$ cat src/rtl/rect_fill_engine.sv
// rect_fill_engine: rasterises one clipped filled rectangle or full-screen clear into per-cycle pixel writes
module rect_fill_engine #(
   parameter int X_WIDTH     = 9,
   parameter int Y_WIDTH     = 8,
   parameter int COLOR_WIDTH = 3,
   parameter int X_MAX       = 319,
   parameter int Y_MAX       = 239
) (
   input  logic                   clk,
   input  logic                   reset,
   input  logic                   cmd_valid,
   output logic                   cmd_ready,
   input  logic                   cmd_clear,
   input  logic [X_WIDTH-1:0]     cmd_x,
   input  logic [Y_WIDTH-1:0]     cmd_y,
   input  logic [X_WIDTH-1:0]     cmd_w,
   input  logic [Y_WIDTH-1:0]     cmd_h,
   input  logic [COLOR_WIDTH-1:0] cmd_color,
   output logic [X_WIDTH-1:0]     x,
   output logic [Y_WIDTH-1:0]     y,
   output logic [COLOR_WIDTH-1:0] color,
   output logic                   wr_en,
   output logic                   busy,
   output logic                   done
);
   typedef enum logic [1:0] {IDLE, DRAW, DONE} state_t;
   localparam logic [X_WIDTH:0] XM = (X_WIDTH+1)'(X_MAX);
   localparam logic [Y_WIDTH:0] YM = (Y_WIDTH+1)'(Y_MAX);
   state_t state, state_n;
   logic [X_WIDTH-1:0] x0, x1, x_n, x0_n, x1_n, ax0, ax1;
   logic [Y_WIDTH-1:0] y1, y_n, y1_n, ay0, ay1;
   logic [COLOR_WIDTH-1:0] color_n;
   logic [X_WIDTH:0] xe;
   logic [Y_WIDTH:0] ye;
   logic wr_en_n, done_n, empty;
   assign cmd_ready = state == IDLE;
   assign busy      = state != IDLE;
   always_comb begin
      ax0   = cmd_clear ? '0 : cmd_x;
      ay0   = cmd_clear ? '0 : cmd_y;
      xe    = {1'b0, ax0} + {1'b0, cmd_w} - (X_WIDTH+1)'(1);
      ye    = {1'b0, ay0} + {1'b0, cmd_h} - (Y_WIDTH+1)'(1);
      ax1   = (cmd_clear || xe > XM) ? XM[X_WIDTH-1:0] : xe[X_WIDTH-1:0];
      ay1   = (cmd_clear || ye > YM) ? YM[Y_WIDTH-1:0] : ye[Y_WIDTH-1:0];
      empty = !cmd_clear && (cmd_w == '0 || cmd_h == '0 || {1'b0, cmd_x} > XM || {1'b0, cmd_y} > YM);
   end
   always_comb begin
      state_n = state;
      x_n     = x;
      y_n     = y;
      color_n = color;
      wr_en_n = wr_en;
      done_n  = 1'b0;
      x0_n    = x0;
      x1_n    = x1;
      y1_n    = y1;
      case (state)
         IDLE: if (cmd_valid) begin
            if (empty) begin
               state_n = DONE;
               done_n  = 1'b1;
            end else begin
               state_n = DRAW;
               x_n     = ax0;
               y_n     = ay0;
               color_n = cmd_color;
               wr_en_n = 1'b1;
               x0_n    = ax0;
               x1_n    = ax1;
               y1_n    = ay1;
            end
         end
         DRAW: if (x == x1 && y == y1) begin
            state_n = DONE;
            wr_en_n = 1'b0;
            done_n  = 1'b1;
         end else begin
            x_n = (x == x1) ? x0 : x + X_WIDTH'(1);
            y_n = (x == x1) ? y + Y_WIDTH'(1) : y;
         end
         default: state_n = IDLE;
      endcase
   end
   always_ff @(posedge clk or negedge reset)
      if (!reset) begin
         state <= IDLE;
         x     <= '0;
         y     <= '0;
         color <= '0;
         wr_en <= 1'b0;
         done  <= 1'b0;
         x0    <= '0;
         x1    <= '0;
         y1    <= '0;
      end else begin
         state <= state_n;
         x     <= x_n;
         y     <= y_n;
         color <= color_n;
         wr_en <= wr_en_n;
         done  <= done_n;
         x0    <= x0_n;
         x1    <= x1_n;
         y1    <= y1_n;
      end
endmodule

$ cat config.mk
export PLATFORM = sky130hd
export DESIGN_NAME = rect_fill_engine
export DESIGN_NICKNAME = d
export VERILOG_FILES = /design/src/rtl/rect_fill_engine.sv
export SDC_FILE = /design/constraint.sdc
export NUM_CORES = 1
export LEC_CHECK = 0
export ABC_CLOCK_PERIOD_IN_PS = 2600
export BUFFER_PORTS_ARGS = -buffer_cell sky130_fd_sc_hd__buf_2
export CAP_MARGIN = 20
export CORE_MARGIN = 5
export CORE_UTILIZATION = 50
export DETAILED_ROUTE_END_ITERATION = 8
export PLACE_DENSITY = 0.83
export SETUP_SLACK_MARGIN = 0.5
export SLEW_MARGIN = 5
export SYNTH_ARGS = -nofsm -noshare
export SYNTH_HDL_FRONTEND = slang
export SYNTH_SLANG_ARGS = --single-unit
$ cat constraint.sdc
create_clock -name clk -period 2.6 [get_ports clk]
set_input_delay 0.78 -clock clk [delete_from_list [all_inputs] [get_ports clk]]
set_output_delay 0.78 -clock clk [all_outputs]
set_load 0.02 [all_outputs]
After elaboration in Yosys (flattened, before gate mapping). Index checks and enable logic that the tools add are counted. Widths: inputs -> output; s select.

Bits in registers: 50. Input port bits: 41. Output and inout bits: 24. Word-level logic and storage cells: 72.

Eq/ne operators: 8. Bitwise logic cells: 1. $add $sub $neg: 6. Mux-type cells: 26. Reductions and logical operators: 18. $lt $le $gt $ge: 4.

Operator list (number): $mux 9 (6); $mux 8 (6); $pmux 9 s2 (1); $pmux 8 s2 (1); $add 9x9->10 (1); $gt 10x9->1 const B (1); $ne 2x2->1 const B (5); $sub 10x1->10 const B (1); $add 8x8->9 (1); $add 9x1->9 const B (1); $eq 9x9->1 (1); $gt 9x8->1 const B (1); $gt 9x9->1 const B (1); $logic_not 9->1 (1); $sub 9x1->9 const B (1); $add 8x1->8 const B (1); $eq 8x8->1 (1); $gt 8x8->1 const B (1); $logic_not 8->1 (1); $reduce_and 4->1 (2); $mux 1 (6); $mux 2 (3); $logic_or 1x1->1 (5); $reduce_and 5->1 (1); other kinds (10) (13).

Depth between registers and ports, before layout. Gate-level depths: netlist (run 1).

Word-level depth: 8. Depth in mapped cells: 14. Mapped depth without buffers: 12.

Worst setup path before layout (run 1). Ideal clock, no wire load.

Path kind: input to register. Start: input port cmd_clear. End: register y1[0]. Arrival: 3842 ps. Stages on the path: 14. Buffers on the path: 2. Required time: 2479 ps. Setup slack: -1364 ps. Library setup time: 121 ps. Cells stage by stage: clkbuf_1 > inv_1 > clkbuf_1 > nand2_1 > ha_1 > inv_1 > ha_1 > fa_1 > a211o_1 > a21o_1 > a311oi_1 > a2111oi_0 > or4_1 > o22a_1.

Cells in the longest elaborated chain, start to end: 6. Elaborated cells on any way between the ends: 10. Those cells by class: 2 x add/sub; 1 x order compare; 2 x mux; 1 x bitwise; 4 x reduce/logical.

RTL lines: from (decl) (RTL line 13) `input logic cmd_clear,`; $mux 8 (RTL line 40) `ay0 = cmd_clear ? '0 : cmd_y;`; $add 8x8->9 (RTL line 42) `ye = {1'b0, ay0} + {1'b0, cmd_h} - (Y_WIDTH+1)'(1);`; $sub 9x1->9 (RTL line 42); $gt 9x8->1 (RTL line 44) `ay1 = (cmd_clear || ye > YM) ? YM[Y_WIDTH-1:0] : ye[Y_WIDTH-1:0];`; $logic_or 1x1->1 (RTL line 44); $mux 8 (RTL line 44); to (signal assigned) (RTL line 104) `y1 <= y1_n;`; to (decl) (RTL line 31) `logic [Y_WIDTH-1:0] y1, y_n, y1_n, ay0, ay1;`.

Parallel ways exist; a longest one is shown, timed or not. A chain may end at the register's enable or synchronous reset.

Worst setup path after layout (run 1).
Start: input port cmd_clear. End: register y1[3].

Same word-level chain as after synthesis.

==> summary.md, run 1 <==
| Metric | Value |
|---|---|
| Status | `finished, violations left` |
| Failing checks | `negative setup slack` |
| Area grow syn2layout | `56.0%` |
| Reg2reg path depth | `6` |
| Critical Path Sink Type | `register` |
| Relative slew slack | `54.9%` |
| Final WL | `16900 um` |
| Routability Congestion | `0.845` |
| Crit-path most repeated cell | `ha_4` |
| Layout Cells excl Fill | `701` |
| Mapped cell area | `0.00377 mm2` |
| Vias in the first global route | `between 4000 and 5000` |
| Initial Util | `51.8%` |
| Antenna diodes | `0` |
| Port Buf Inserts | `64` |
| Largest incremental delay on the critical path | `470 ps` |
| Die ar. | `0.00938 mm2` |
| Grt total ovfl | `0` |
| Final Cycle Share | `129%` |
| Crit path kind | `in -> reg` |
| DR pass1 iterations | `6` |
| CTS tree | `done` |
| Share of cells above drive strength 1 | `46.5%` |
| Cell with the most instances after synthesis | `inv_1` |
| Total CTS buffers | `5` |
| Setup TNS | `-10620 ps` |
| DIE HEIGHT | `about 97 um` |
| Die Width | `96.9 um` |
| Maximum clock path buffer count | `2` |
| Cell Area, Placed | `about 0.0048 mm2` |
| Maximum VDD drop | `0.352 mV` |
| Cell taking the most area after synthesis | `dfrtp_1` |
| Pwr Total | `0.00400 W` |
| Synth Flop Type | `dfrtp_1` |
| Final instance area | `~0.006 mm2` |
| # fillers | `~400` |
| Arr. time, crit path | `3570 ps` |
| Dpl cells | `659` |
| Largest net degree at the start of global routing | `51` |
| WHS Path Cells | `2` |
| Clock sink count | `50` |
| Final nets | `between 600 and 700` |
| Root buf cell | `clkbuf_8` |
| First-pass GRT wire length | `22800 um` |
| Highest-delay cell along the critical path | `or4_4` |
| Worst Tran Pin Value | `~670 ps` |
| Setup violations, final | `17` |
| Cell leakage power | `~2.7 nW` |
| Final Critical Period | `approximately 3300 ps` |
| Setup slack after layout | `-748 ps` |
| Clk_lat worst skew | `approximately 330 ps` |
| Mean post-synth cell area | `8.50 um2` |
| Post-synth EDFFs | `0` |
| Io pins | `65` |
| CP Data Required Time | `about 2800 ps` |
| Core area | `0.00729 mm2` |
| Cells along the critical path | `buf_12 > clkinv_8 > buf_4 > nand2_4 > ha_4 > inv_2 > ha_4 > fa_2 > a211o_1 > a21o_1 > a311oi_2 > a2111oi_2 > or4_4 > o22a_1` |
| CTS clock-pin slew for the worst setup and hold paths | `roughly 110 ps` |
| DR DRC count | `0` |
| Sequential-to-total area share from yosys stat | `33.2%` |
| WL per Instance | `roughly 24 um` |
| Ys async rst share | `100%` |
| Synth top area cells | `dfrtp_1, ha_1, inv_1` |
| Peak Freq | `0.299 GHz` |
| H-tree levels | `2` |
| Syn_nets | `521` |
| Startpoint types | `input port` |
| Pins Over Slew Limit | `0` |
| Overall routing resource usage | `29.8%` |
| Vias per cell | `approximately 6.6` |
| Antenna-violating nets left | `0` |
| Row count | `31` |
| Pwr/cell area | `680 mW/mm2` |
| Vias | `4619` |
| Yosys top cell area share | `33.2%` |
| #FFs+latches synth | `50` |
| Hold WC Path Type | `reg -> reg` |
| Max-cap violations | `0` |
| Hpwl dp | `roughly 8300 um` |
| Cells after synthesis | `about 440` |
| Clock Skew | `22.4 ps` |
| Count of warnings emitted by yosys | `0` |
| DR iter-0 viols | `roughly 620` |
| Final hold vios | `0` |
| Synth top cells by count | `inv_1, dfrtp_1, nand2_1, ha_1, nor2_1` |
| Distinct cells, synth | `57` |
| RSZ-0062 raised after global routing | `yes` |
| Critical path peak fanout | `5` |
| Initial antenna violation count | `0` |
| Utilization after layout | `80.7%` |
-- layer usage --
layer	vias up	global-route usage [%]	part of all wire [%]
met5	-	0	0
li1	1876	-	-
met2	432	52.0	45
met4	0	16.1	9.3
met3	164	5.68	12
met1	2147	34.3	34
-- cells in the final DEF (no fill, tap or decap), drive strengths merged, types with 2 or more instances in the layout --
master | Yosys | routed
dfrtp | 50 | 50
a22o | 3 | 3
mux2 | 3 | 3
clkbuf | 10 | 6
or3 | 4 | 4
nor3 | 13 | 13
xor2 | 9 | 9
xnor2 | 23 | 23
or4 | 3 | 3
a311oi | 7 | 7
clkinv | 0 | 2
a211oi | 2 | 2
nor3b | 3 | 3
nand3 | 11 | 11
o21ai | 21 | 21
nor2 | 34 | 34
and2 | 4 | 4
a21o | 8 | 8
nand3b | 2 | 2
a221oi | 2 | 2
a2111oi | 2 | 2
a21oi | 21 | 21
o211ai | 3 | 3
nor4 | 2 | 2
o21a | 4 | 7
fa | 2 | 2
ha | 34 | 34
a2bb2oi | 2 | 2
buf | 7 | 164
o22a | 11 | 11
inv | 58 | 57
o32a | 3 | 3
nand2 | 50 | 50
a31oi | 6 | 6
and3 | 4 | 4
o31ai | 3 | 3
nand4 | 6 | 6
-- where the power goes --
part,switching (W),internal [W],total [W],leakage [nW]
sequential,0.000397,0.000997,0.00139,0.593
combinational,0.00113,0.000974,0.00210,2.07
clock,0.000291,0.000215,0.000506,0.0472
-- state kept, by name, summed over array words and instances (netlist names) --
register	count
y	8
wr_en	1
done	1
color	3
x0	9
x	9
x1	9
y1	8
state	2
-- through the flow --
| step | setup slack [ps] | hold slack, ps |
|---|---|---|
| floorplan | -1050 | 453 |
| CTS | -475 | 492 |
| detailed placement | -1120 | 469 |
| finish | -748 | 493 |
| global placement | -983 | 452 |
| global route | -833 | 521 |
-- area by class of cell --
| type | count | area, um2 | area share (%) |
|---|---|---|---|
| multi-input combinational | 322 | 2890 | 49.2 |
| timing repair buffer | 164 | 1290 | 21.9 |
| clock buffer | 6 | 82.6 | 1.40 |
| sequential | 50 | 1250 | 21.3 |
| clock inverter | 2 | 12.5 | 0.213 |
| inverter | 58 | 233 | 3.95 |
| tap | 99 | 124 | 2.10 |
-- logic make-up after synthesis --
kind of cell	share of synthesized area (%)
xor gates and xnor gates	7.43
DFF	33.2
AOI/OAI and AO/OA	20.2
adders and majority gates	12.3
buffers and inverters	8.26
muxes	1.26
and+or+nand+nor	17.4
-- final timing paths --
kind	start	end	slack, ps
max	cmd_clear	y1[3]	-750
min	color[2]	color[2]	490
max reg2reg	state[1]	x1[5]	170
min reg2reg	color[2]	color[2]	490
max in group asynchronous	reset	x[2]	1550
min in group asynchronous	reset	x1[7]	550
-- critical path: cells and delay by family --
family	cells	cell delay (ps)
compound gates	5	1110
fa+ha+maj	3	800
simple gates	2	540
buf+inv	4	330
-- timing repair --
action	CTS	global route
gates resized for setup	85	67
buffers inserted	16	11
pin swaps	39	28
hold buffers	0	0
setup endpoints to repair	49	52
gates cloned	7	0
Power figures use the tool's default switching activity.
==> inputs of run 2 (changes only) <==
==> constraint.sdc (replaced) <==
create_clock -name clk -period 2.6 [get_ports clk]
set_input_delay 0.13 -clock clk [delete_from_list [all_inputs] [get_ports clk]]
set_output_delay 0.13 -clock clk [all_outputs]
set_load 0.02 [all_outputs]
==> run 2 against run 1 <==
The run now ends clean. Via count fell by 16%. Register-to-register slack improved by 430 ps. Clock skew fell by 14 ps. Count of clock-buffer cells in the layout unchanged. Non-clock buffer count shrank 29. Largest power group unchanged. Critical endpoint is now y1[0]. Power fell by 11%. Global-route usage shrank 7.4 points.
==> summary.md, run 2 (synthesis gave the netlist of run 1 again) <==
| Metric | Value |
|---|---|
| # fillers | `540` |
| Final nets | `646` |
| Final hold vios | `0` |
| Die ar. | `0.00938 mm2` |
| Root buf cell | `clkbuf_8` |
| Maximum VDD drop | `0.285 mV` |
| Initial antenna violation count | `0` |
| Clk_lat worst skew | `310 ps` |
| Critical path buffer and inverter count | `3` |
| Initial Util | `51.8%` |
| WL per Instance | `17.4 um` |
| Largest incremental delay on the critical path | `470 ps` |
| Io pins | `between 60 and 70` |
| Maximum clock path buffer count | `2` |
| Peak Freq | `0.405 GHz` |
| Antenna diodes | `0` |
| CP Data Required Time | `around 2800 ps` |
| Cells along the critical path | `buf_8 > clkinv_8 > nand2_4 > ha_4 > inv_2 > ha_4 > fa_2 > a211o_1 > a21o_1 > a311oi_2 > a2111oi_2 > or4_4 > o22a_1` |
| Highest-delay cell along the critical path | `or4_4` |
| Hpwl dp | `8310 um` |
| H-tree levels | `2` |
| Hold WC Path Type | `in -> reg` |
| Cell Area, Placed | `0.00461 mm2` |
| Critical path peak fanout | `5` |
| Top Registers | `x0: 9 flops, x1: 9 flops, x: 9 flops` |
| First-pass GRT wire length | `17800 um` |
| Final hold slack | `18.8 ps` |
| Clock Skew | `8.45 ps` |
| Cell leakage power | `2.44 nW` |
| Final instance area | `around 0.0052 mm2` |
| Crit-path most repeated cell | `ha_4` |
| Total CTS buffers | `5` |
| Max-cap violations | `0` |
| Commonest non-fill, non-tap cell in the layout | `buf_4` |
| Die Width | `96.9 um` |
| Dpl cells | `641` |
| Port Buf Inserts | `64` |
| DR DRC count | `0` |
| Pins Over Slew Limit | `0` |
| Crit path kind | `in -> reg` |
| DR pass1 iterations | `5` |
| Layout Cells excl Fill | `667` |
| Share of cells above drive strength 1 | `between 30% and 40%` |
| Vias | `3869` |
| Pwr/cell area | `~700 mW/mm2` |
| Overall routing resource usage | `between 20% and 30%` |
| CTS tree | `done` |
| Row count | `31` |
| Antenna-violating nets left | `0` |
| Final WL | `roughly 12000 um` |
| Arr. time, crit path | `about 2700 ps` |
| Critical Path Sink Type | `register` |
| Commonest cells after routing, fill and taps aside | `buf_4, buf_2, inv_1, nand2_1, dfrtp_1` |
| Core area | `0.00729 mm2` |
| Final Cycle Share | `94.9%` |
| Area grow syn2layout | `37.6%` |
| Clock sink count | `50` |
| Status | `finished clean` |
| CP top delay family | `compound AO/OA/AOI/OAI gates` |
| Routability Congestion | `approximately 0.9` |
| Flip-flop and latch area | `0.00126 mm2` |
| DR iter-0 viols | `168` |
| Relative slew slack | `a little under 60%` |
| Worst Tran Pin Value | `629 ps` |
| Vias in the first global route | `3881` |
| Grt total ovfl | `0` |
| Final Critical Period | `2470 ps` |
| Area of the multi-input gates | `0.00261 mm2` |
| DIE HEIGHT | `96.9 um` |
| Setup violations, final | `0` |
| Startpoint types | `input port` |
| RSZ-0062 raised after global routing | `yes` |
| Vias per cell | `5.80` |
| Largest net degree at the start of global routing | `30` |
| CTS clock-pin slew for the worst setup and hold paths | `~90 ps` |
[run 2: cell count changes in the layout (fill, tap and decap cells not counted), sizes merged]
cell,previous run,this run
clkinvlp,1,0
clkinv,2,1
dlygate4sd3,0,1
o21a,7,4
buf,164,134
[run 2: per-stage QoR]
stage | TNS, ps | worst slack, ps | total power [W] | util [%]
2_1_floorplan | -2450 | -403 | 0.00233 | -
3_3_place_gp | -3900 | -357 | 0.00280 | 63.2
3_5_place_dp | -5400 | -490 | 0.00288 | 63.2
4_1_cts | 0 | 162 | 0.00341 | 67.8
5_1_grt | 0 | 44.2 | 0.00380 | 71.2
6_report | 0 | 133 | 0.00357 | 71.2
[run 2: path summary, 6_finish.rpt]
kind                                  to  cells after the start         start  slack (ps)
worst max-delay path               y1[0]                     13     cmd_clear         130
min in group asynchronous           x[3]                      2         reset         310
worst min register to register  color[0]                      2      color[0]         480
worst max register to register      y[7]                      7          x[5]         600
max in group asynchronous           x[1]                      3         reset        1510
worst min-delay path            color[0]                      3  cmd_color[0]          20
[run 2: worst min-delay path: cells and delay by family]
family	cells	cell delay (ps)
and+or+nand+nor	2	90
buffers and inverters	1	70
[run 2: final cells by class]
type                    count  area share [%]
clock buffers               6            1.59
inverters                  58            4.43
multi-input cells         319            50.2
flip-flops and latches     50            24.2
well taps                  99            2.39
repair buffers            135            17.1
[run 2: power breakdown]
group | internal [W] | switching (W) | leakage [nW] | total [W]
Clock | 0.000206 | 0.000239 | 0.0431 | 0.000444
Combinational | 0.000886 | 0.000927 | 1.81 | 0.00181
Sequential | 0.00101 | 0.000309 | 0.589 | 0.00131
Total | 0.00210 | 0.00148 | 2.44 | 0.00357
[run 2: layer usage]
metal | vias to the layer above | track usage [%] | share of wire, %
met5 | - | 0 | 0
met4 | 0 | 9.29 | 2.9
met3 | 32 | 3.09 | 5.3
met2 | 155 | 38.8 | 51
met1 | 1874 | 27.9 | 41
li1 | 1808 | - | -
[run 2: what timing repair did]
action | 4_1_cts | 5_1_grt
setup buffers | 12 | 7
hold buffers | 1 | 0
hold endpoints to repair | 21 | 0
resized for setup | 31 | 33
pin swaps | 23 | 12
setup endpoints to repair | 31 | 30
